--- src/rtl/fpu_operand_decoder.sv ---
// FPU operand decode stage: latches two IEEE-754 singles,
// classifies them and normalises subnormals one bit per cycle.
module fpu_operand_decoder #(
  parameter int EXP_W = 10,
  parameter int MAN_W = 24
) (
  input  logic             fpu_clk,
  input  logic             fpu_rst_n,
  input  logic             fpu_dec_en_i,
  input  logic [31:0]      fpu_opa_i,
  input  logic [31:0]      fpu_opb_i,
  output logic             fpu_dec_ready_o,
  output logic             fpu_sign_a_o,
  output logic             fpu_sign_b_o,
  output logic [EXP_W-1:0] fpu_exp_a_o,
  output logic [EXP_W-1:0] fpu_exp_b_o,
  output logic [MAN_W-1:0] fpu_man_a_o,
  output logic [MAN_W-1:0] fpu_man_b_o,
  output logic [4:0]       fpu_class_a_o,
  output logic [4:0]       fpu_class_b_o
);

  typedef enum logic [1:0] {
    IDLE,
    NORM,
    READY
  } state_t;

  // class bits: {snan, qnan, inf, zero, subnormal}
  typedef struct packed {
    logic             s;
    logic [EXP_W-1:0] e;
    logic [MAN_W-1:0] m;
    logic [4:0]       c;
  } op_t;

  localparam logic [EXP_W-1:0] EXP_SPECIAL = EXP_W'(128);
  localparam logic [EXP_W-1:0] EXP_SUB     = EXP_W'(-126);
  localparam logic [EXP_W-1:0] EXP_BIAS    = EXP_W'(127);

  function automatic op_t unpack(input logic [31:0] x);
    op_t        r;
    logic [7:0] ef;
    logic [22:0] ff;
    logic       e_max;
    logic       e_min;
    logic       f_nz;
    ef    = x[30:23];
    ff    = x[22:0];
    e_max = (ef == 8'hFF);
    e_min = (ef == 8'h00);
    f_nz  = |ff;
    r.s   = x[31];
    r.e   = '0;
    r.m   = '0;
    r.c   = '0;
    unique case (1'b1)
      (e_max && !f_nz): begin
        r.e = EXP_SPECIAL;
        r.m = MAN_W'(ff);
        r.c = 5'b00100;
      end
      (e_max && f_nz && ff[22]): begin
        r.e = EXP_SPECIAL;
        r.m = MAN_W'(ff);
        r.c = 5'b01000;
      end
      (e_max && f_nz && !ff[22]): begin
        r.e = EXP_SPECIAL;
        r.m = MAN_W'(ff);
        r.c = 5'b10000;
      end
      (e_min && !f_nz): begin
        r.c = 5'b00010;
      end
      (e_min && f_nz): begin
        r.e = EXP_SUB;
        r.m = MAN_W'(ff);
        r.c = 5'b00001;
      end
      default: begin
        r.e = EXP_W'(ef) - EXP_BIAS;
        r.m = MAN_W'({1'b1, ff});
      end
    endcase
    return r;
  endfunction

  function automatic logic needs_shift(input op_t o);
    return o.c[0] && !o.m[MAN_W-1];
  endfunction

  function automatic op_t step(input op_t o);
    op_t r;
    r = o;
    if (needs_shift(o)) begin
      r.m = o.m << 1;
      r.e = o.e - EXP_W'(1);
    end
    return r;
  endfunction

  state_t state_q, state_d;
  op_t    a_q, a_d;
  op_t    b_q, b_d;
  logic   ready_q, ready_d;

  // next-state: capture in IDLE, shift in NORM, hold in READY
  always_comb begin
    state_d = state_q;
    a_d     = a_q;
    b_d     = b_q;
    if (!fpu_dec_en_i) begin
      state_d = IDLE;
    end else begin
      unique case (state_q)
        IDLE: begin
          a_d     = unpack(fpu_opa_i);
          b_d     = unpack(fpu_opb_i);
          state_d = NORM;
        end
        NORM: begin
          if (needs_shift(a_q) || needs_shift(b_q)) begin
            a_d = step(a_q);
            b_d = step(b_q);
          end else begin
            state_d = READY;
          end
        end
        READY: state_d = READY;
        default: state_d = IDLE;
      endcase
    end
    ready_d = (state_d == READY);
  end

  // state and decoded-operand registers
  always_ff @(posedge fpu_clk or negedge fpu_rst_n) begin
    if (!fpu_rst_n) begin
      state_q <= IDLE;
      a_q     <= '0;
      b_q     <= '0;
      ready_q <= 1'b0;
    end else begin
      state_q <= state_d;
      a_q     <= a_d;
      b_q     <= b_d;
      ready_q <= ready_d;
    end
  end

  assign fpu_dec_ready_o = ready_q;
  assign fpu_sign_a_o    = a_q.s;
  assign fpu_sign_b_o    = b_q.s;
  assign fpu_exp_a_o     = a_q.e;
  assign fpu_exp_b_o     = b_q.e;
  assign fpu_man_a_o     = a_q.m;
  assign fpu_man_b_o     = b_q.m;
  assign fpu_class_a_o   = a_q.c;
  assign fpu_class_b_o   = b_q.c;

endmodule
--- config.mk ---
export PLATFORM = sky130hd
export DESIGN_NAME = fpu_operand_decoder
export DESIGN_NICKNAME = d
export VERILOG_FILES = /design/src/rtl/fpu_operand_decoder.sv
export SDC_FILE = /design/constraint.sdc
export NUM_CORES = 1
export LEC_CHECK = 0
export CORE_MARGIN = 1.5
export CORE_UTILIZATION = 50
export CTS_CLUSTER_SIZE = 28
export DETAILED_ROUTE_END_ITERATION = 12
export PLACE_DENSITY = 0.95
export SETUP_SLACK_MARGIN = 0.1
export SLEW_MARGIN = 10
export SYNTH_ARGS = -nofsm -noshare
export SYNTH_HDL_FRONTEND = slang
export SYNTH_SLANG_ARGS = --single-unit
--- constraint.sdc ---
create_clock -name fpu_clk -period 3.3 [get_ports fpu_clk]
set_input_delay 0.33 -clock fpu_clk [delete_from_list [all_inputs] [get_ports fpu_clk]]
set_output_delay 0.33 -clock fpu_clk [all_outputs]
set_load 0.01 [all_outputs]
# Word-level counts from Yosys, hierarchy flattened
# Index checks and enable logic that the tools add are counted.
word_totals:
  reg_bits: 83
  wordCells: 68
  in_bits: 67
classes:
  n_bitwise: 1
  n_eq_ne: 8
  muxes: 13
  reduce_logical: 32
  n_addsub: 4
op_table:
  columns: ["operator", "count"]
  rows:
  - ["one-hot mux 34 bit (3 select lines)", 2]
  - ["one-hot mux 40 bit (2 select lines)", 2]
  - ["two-way mux 39 bit", 2]
  - ["two-way mux 34 bit", 2]
  - ["one-hot mux 5 bit (5 select lines)", 2]
  - ["OR reduction 23 bit", 2]
  - ["subtractor 10 x 1 -> 10 bit, second input constant", 2]
  - ["subtractor 8 x 7 -> 9 bit, second input constant", 2]
  - ["== test 8 bit, second input constant", 2]
  - ["zero test 8 bit", 2]
  - ["logical AND 1 bit", 14]
  - ["AND reduction 4 bit", 2]
  - ["zero test 1 bit", 6]
  - ["!= test 2 bit, second input constant", 3]
  - ["one-hot mux 2 bit (3 select lines)", 1]
  - ["OR reduction 3 bit", 2]
  - ["== test 2 bit, second input constant", 2]
  - ["two-way mux 2 bit", 2]
  - ["AND reduction 3 bit", 1]
  - ["== test 2 x 1 -> 1 bit, second input constant", 1]
  - ["zero test 2 bit", 1]
  - ["nonzero test 2 bit", 1]
  - ["logical OR 1 bit", 1]
  - ["inverter 1 bit", 1]

# Logic depth before layout (Yosys ltp)
depth:
  depth_word: 7
  ltp_mapped: 8
  ltp_nobuf: 7

# Least setup slack after synthesis
# OpenSTA, ideal clock, no wires.
synth_timing:
  path_type: "reg2reg"
  startpoint: "reg a_q (netlist bit fpu_exp_a_o[0])"
  endpoint: "reg a_q (netlist bit fpu_exp_a_o[8])"
  stages_incl_launch_ff: 8
  slack_ns: 1.651
  period_less_slack_ns: 1.649
  n_path_buf: 0
  setup_ns: 0.094
  required_time_ns: 3.206
  arrival_ns: 1.555
  cell_sequence: "dfrtp_1 > inv_1 > ha_1 > nor3b_1 > nand2_1 > o21ai_0 > a21oi_1 > a211oi_1"
synth_between:
  elab_chain_cells: 4
synth_lines:
  columns: ["element", "line", "rtl"]
  rows:
  - ["start: declaration", "104", "op_t a_q, a_d;"]
  - ["start signal: assignment", "141", "a_q <= '0;"]
  - ["start signal: assignment", "146", "a_q <= a_d;"]
  - ["subtractor 10 x 1 -> 10 bit", "98", "r.e = o.e - EXP_W'(1);"]
  - ["two-way mux 34 bit", "96", "if (needs_shift(o)) begin"]
  - ["two-way mux 39 bit", "123", "if (needs_shift(a_q) || needs_shift(b_q)) begin"]
  - ["one-hot mux 40 bit (2 select lines)", "116", "unique case (state_q)"]
# No other way between the ends. The select of a mux whose other input is x is not followed.
# A chain may end at the register's enable or synchronous reset.

# Worst setup path in the final report
layout_timing:
  startpoint: "reg state_q[0]"
  endpoint: "reg b_q (netlist bit fpu_man_b_o[2])"
layout_between:
  elab_chain_cells: 3
  word_cells_on_any_way: 7
layout_lines:
  columns: ["element", "line", "rtl"]
  rows:
  - ["start: declaration", "103", "state_t state_q, state_d;"]
  - ["start signal: assignment", "145", "state_q <= state_d;"]
  - ["== test 2 x 1 -> 1 bit / zero test 2 bit (equally long branches)", "116", null]
  - ["!= test 2 bit (no line) / nonzero test 2 bit (equally long branches)", null, null]
  - ["AND reduction 4 bit (no line)", null, null]
  - ["end signal: assignment", "142", "b_q <= '0;"]
  - ["end signal: assignment", "147", "b_q <= b_d;"]
  - ["end: declaration", "105", "op_t b_q, b_d;"]
# Parallel ways exist; a longest one is shown, timed or not. The select of a mux whose other input is x is not followed.

==> metrics.txt <==
Critical Path End Type register; number of synthesized flops with an enable pin 0; uppermost routed layer met4; Worst setup startpoint state_q[0]; DR WL met2 ~6300 µm; die area ~0.0094 mm²; Clock Latency Late Sink 0.35 ns; Lkg Pwr 0.00253 µW; post-layout util between 70% and 80%; CTS tree built; Hold/Removal Path Class in -> async; #FFs+latches synth 83; status completed; top cell type's share of synthesized area a little under half; Area contributors post-synth dfrtp_1, nand2_1, a31oi_1; htree depth 3; M1 WL roughly 4900 µm; Arr. time, crit path 2.40 ns; combinational family with the most area after synthesis simple AND/OR/NAND/NOR gates; mean post-synth cell area ~8.4 µm²; number of DRC markers in iteration 0 about 300; Max-slew headroom 30.3%; drt wl/cell between 15 and 20 µm; hpwl dp slightly above 9000 µm; die height 97.2 µm; DRC viols 0; Sink Count slightly above 80; share of layout cells above drive strength 1 between 5 and 6%; Die X ~97 µm; Core ar. around 0.0086 mm²; proportion of synthesized area in mux cells less than 1%; Ports about 150; leading area contributor after synthesis dfrtp_1; Yosys warning count 0; sequential share of the synthesized area between 40% and 50%; WS Path Type reg -> reg; Pre-antenna DRT Iters 5; Layout Area Growth over Synthesis 38.4%; RSZ-0062 raised after global routing false; Final Hold Fails 0; post-DR vias/cell 5.87; Antenna Nets Post-Route 0; clock-pin slew on the worst setup and hold paths 0.09 ns; clk buf depth 2; # hold bufs at CTS 0; Synth Area in Adders under 10%; Pwr Density slightly above 600 mW/mm²; fraction of registers with async set/reset 100%; drt total wl approximately 13,000 µm; input/output buffers between 100 and 150; CTS Root Cell clkbuf_8; Remaining Overflow, GRT 0; Via Count 4,541; Core Rows 34; Mapped Area around 0.0044 mm²; XOR/XNOR Fraction of Synth Area 2.17%; Data required, critical path around 3.6 ns; Final setup viols 0; maximum vdd drop 0.374 mV; DR WL met3 about 1100 µm; worst r2r path cells 4; Layout Nets 733; vias in the first global route around 4,400; Final period util between 60 and 70%; Compound-Gate Fraction of Synth Area a little under a fifth; fin crit period 2.13 ns; TNS Setup 0 ns; Fmax 469 MHz; Fin Clk Skew roughly 0.013 ns; fin. max-slew vios 0; post-cts resize count 0; syn_nets around 600; Syn Inst Count 528; worst slew pin tran ~1.0 ns; Post-synth top cells nand2_1, dfrtp_1, nor2_1; dominant synthesized flop cell dfrtp_1; Tot GR Track Use roughly a quarter; global-route wire length before repair 20,900 µm; TritonCTS Buffers 9; initial antenna violation count 0; Setup crit start kind register; Yosys cell types 50; worst reg2reg path startpoint state_q[0]; Synth Area in Simple Gates approximately a quarter; post-CTS setup buffers 0; count leader, synth nand2_1; ANT cells 0; pin count of the biggest net entering global routing 84; Routability Congestion roughly 0.86; CP max FO 39; Max-Cap Viols 0; initial core utilization around half
-- worst max-delay path: stages (launching register included) --
cell and delay (ns):
dfrtp_1 0.58, nor2b_4 0.80, buf_4 0.39, nand2_1 0.09, a31oi_1 0.18
-- cell type report --
cell class              instances  area (µm²)
clock inverters                 6        71.3
fillers                       647        2500
repair buffers                151        1500
well taps                     108         135
clock buffers                  10         138
flip-flops and latches         83        2080
inverters                      13        48.8
multi-input cells             402        2170
-- cells in the final DEF, fill, tap and decap left out, types with 3 or more instances in the layout --
cell,count
clkdlybuf4s50_1,146
nand2_1,131
dfrtp_1,83
nor2_1,57
a31oi_1,48
o21ai_0,27
nand3_1,14
inv_1,13
nor3_1,13
a21oi_1,13
nor4_1,13
clkbuf_8,10
a22o_1,6
xnor2_1,6
ha_1,6
nand2b_1,5
xor2_1,5
a22oi_1,5
buf_4,5
nand4_1,4
and3_1,3
mux2i_1,3
o31ai_1,3
a32oi_1,3
-- flip-flops by register name (all words and copies together) (netlist names) --
| signal | flops |
|---|---|
| fpu_dec_ready_o | 1 |
| fpu_class_b_o | 5 |
| fpu_exp_a_o | 10 |
| fpu_exp_b_o | 10 |
| fpu_sign_a_o | 1 |
| state_q | 2 |
| fpu_class_a_o | 5 |
| fpu_sign_b_o | 1 |
| fpu_man_b_o | 24 |
| fpu_man_a_o | 24 |
-- kinds of logic (layout without fill, tap and decap cells) --
logic type / after synthesis / count (layout)
AOI/OAI and AO/OA: 125 / 125
xor gates and xnor gates: 11 / 11
adders and majority gates: 6 / 6
buffers and inverters: 43 / 180
DFF: 83 / 83
muxes: 3 / 3
and+or+nand+nor: 257 / 257
-- metrics by stage --
stage / hold slack [ns] / cell area (µm²) / std cells / worst slack, ns / total power [µW]
6_report: 0.142 / 6140 / 773 / 1.17 / 3810
5_1_grt: 0.245 / 6140 / 773 / 0.996 / 4020
4_1_cts: 0.202 / 6140 / 773 / 1.14 / 3820
3_5_place_dp: 0.476 / 5930 / 757 / 0.978 / 3050
3_3_place_gp: 0.463 / 5930 / 757 / 1.04 / 2980
2_1_floorplan: 0.0344 / 4430 / 528 / 1.65 / 2220
-- final timing paths --
path | end | slack [ns]
worst max-delay path | fpu_man_b_o[2] | 1.17
worst min-delay path | fpu_exp_b_o[3] | 0.14
worst max register to register | fpu_man_b_o[2] | 1.17
worst min register to register | fpu_sign_a_o | 0.49
max in group asynchronous | fpu_man_a_o[20] | 2.47
min in group fpu_clk | fpu_sign_a_o | 0.49
-- report_power, final --
group / switching [µW] / total, µW / internal, µW
Clock: 399 / 776 / 377
Sequential: 282 / 1570 / 1280
Combinational: 696 / 1470 / 774
Total: 1380 / 3810 / 2440
-- metal layers --
metal	GRT usage [%]	vias up
met3	5.04	19
met1	33.5	2159
met5	0	-
li1	-	2111
met4	7.58	0
met2	47.1	252
No activity file was read; power rests on OpenSTA's default activity.
==> RTL change, RTL diff (same settings) <==
`MAN_W`: 24 -> 32.
--- a/src/rtl/fpu_operand_decoder.sv
+++ b/src/rtl/fpu_operand_decoder.sv
@@ -2,7 +2,7 @@
 // classifies them and normalises subnormals one bit per cycle.
 module fpu_operand_decoder #(
   parameter int EXP_W = 10,
-  parameter int MAN_W = 24
+  parameter int MAN_W = 32
 ) (
   input  logic             fpu_clk,
   input  logic             fpu_rst_n,
Interface: changed (resized fpu_man_a_o and fpu_man_b_o); port bits go from 148 to 164. The function was not compared with the original's and may differ.
==> RTL change against the original RTL <==
- synthesized area up 14%
- sequential cell count up 16
- setup slack worse by 0.012 ns
- wire length up 16%
- via count up 9.8%
- clock skew down 0.0057 ns
- cell area up 13%
- power up 5.8%
- die area up 13%
- highest routed layer unchanged
- critical path depth up 1
- sequential power up 14%
==> RTL change: results (changes against the original RTL) <==
----------------------------------------------------
[Placement]
  Detailed Place HPWL ... 10,600 µm (was 9220 µm)
  Worst slack after detailed placement ... 1.04 ns (was 0.978 ns)
  Number of placed instances with taps included ... 857 (was 757)
  Last weighted congestion value of the routability-driven placer ... 0.938 (was 0.855)
  Cell area after placement ... 6780 µm² (was 5930 µm²)
  Count of buffers inserted at the top-level ports ... 163 (was 147)

[Timing]
  Part of the cycle the worst path needs ... 0.649 (was 0.646)
  Largest clock skew in the final design ... 0.00713 ns (was 0.0128 ns)
  Slew of the pin with the lowest slew margin ... 0.875 ns (was 1.05 ns)

[Worst hold path]
  Worst min-delay path class ... reg2reg (was in2async)
  Hold wc startpoint ... fpu_sign_b_o

[Worst setup path]
  Arrival time at the worst endpoint ... 2.36 ns (was 2.40 ns)
  Biggest fanout along the worst timing path ... 42 (was 39)
  Worst setup path endpoint ... fpu_exp_b_o[2] (was fpu_man_b_o[2])
  Endpoint of the lowest-slack register-to-register path ... fpu_exp_b_o[2] (was fpu_man_b_o[2])
  Worst reg-to-reg path cell count ... 5 (was 4)

[Synth]
  Top cells by instance count after synthesis ... nand2_1, dfrtp_1, nor2_1, a31oi_1, nand3_1 (was nand2_1, dfrtp_1, nor2_1, a31oi_1, o21ai_0)
  Cells after synthesis ... 590 (was 528)
  Count of cell types in the netlist ... 52 (was 50)
  Cell types occupying the most area after synthesis ... dfrtp_1, nand2_1, a31oi_1 (unchanged)
  Sequential share of the synthesized area ... 0.491 (was 0.468)
  Mapped Nets ... 663 (was 601)

[Global routing]
  Maximum number of pins on one net before global-route repair ... 54 (was 84)
  Vias in the first global route ... 4,670 (was 4,352)
  Overall routing resource usage ... 0.275 (was 0.267)
  First-pass GRT wire length ... 23,000 µm (was 20,900 µm)

[Cells and area]
  Final Net Count ... 809 (was 733)
  Utilization after layout ... 0.712 (was 0.711)
  Share of layout cells above drive strength 1 ... 0.0568 (was 0.0526)

[Route]
  Routed Wire Length ... 14,400 µm (was 12,500 µm)
  First-iteration detailed-routing DRC count ... 256 (was 295)
  Number of search-and-repair iterations in the first detailed-routing pass ... 5 (unchanged)
  Vias per cell ... 5.71 (was 5.87)

[Status]
  Outcome ... complete, no violations (unchanged)

[Power]
  Maximum resistive drop on vdd ... 0.325 mV (was 0.374 mV)

----------------------------------------------------
[RTL change: cell families after synthesis]
| family | Yosys count | synth area share |
|---|---|---|
| compound gates | 128 | 0.166 |
| xor+xnor | 11 | 0.0191 |
| fa+ha+maj | 6 | 0.0149 |
| buf+inv | 49 | 0.0404 |
| flops | 99 | 0.491 |
| simple gates | 297 | 0.269 |
[RTL change: cell type report]
type,count,share of cell area
clock buffer,9,0.0178
multi-input combinational,442,0.344
sequential,99,0.356
timing repair buffer,171,0.245
inverter,13,0.00701
clock inverter,6,0.00611
tap,133,0.0239
[RTL change: per-layer routing]
layer  up-vias  track usage  wire [µm]
met5         -            0          0
met4         0       0.0790        227
met3        23       0.0618       1120
met2       229        0.466       7170
met1      2381        0.355       5930
li1       2354            -          -
[RTL change: power breakdown]
part	internal (mW)	switching [mW]
clock	0.272	0.422
combinational	0.809	0.743
sequential	1.49	0.299
total	2.57	1.46
[RTL change: worst min path at each step]
stage	depth (start not counted)	slack, ns	end
after floorplan	0	0.03	fpu_class_a_o[0]
after global placement	1	0.38	fpu_man_a_o[27]
after detailed placement	1	0.38	fpu_man_a_o[27]
after CTS	2	0.49	fpu_sign_b_o
after global routing	3	0.49	fpu_sign_b_o
final	2	0.49	fpu_sign_b_o
[RTL change: repair_timing]
item | 4_1_cts | 5_1_grt
setup buffers | 0 | 0
hold endpoints to repair | 36 | 0
hold buffers | 1 | 0
[RTL change: worst max-delay path, cell delays in order (launching register included)]
cell and delay [ns]:
dfrtp_1 0.52, nand2b_2 0.69, buf_4 0.41, nor2_1 0.08, o21ai_0 0.17, o21ai_0 0.11
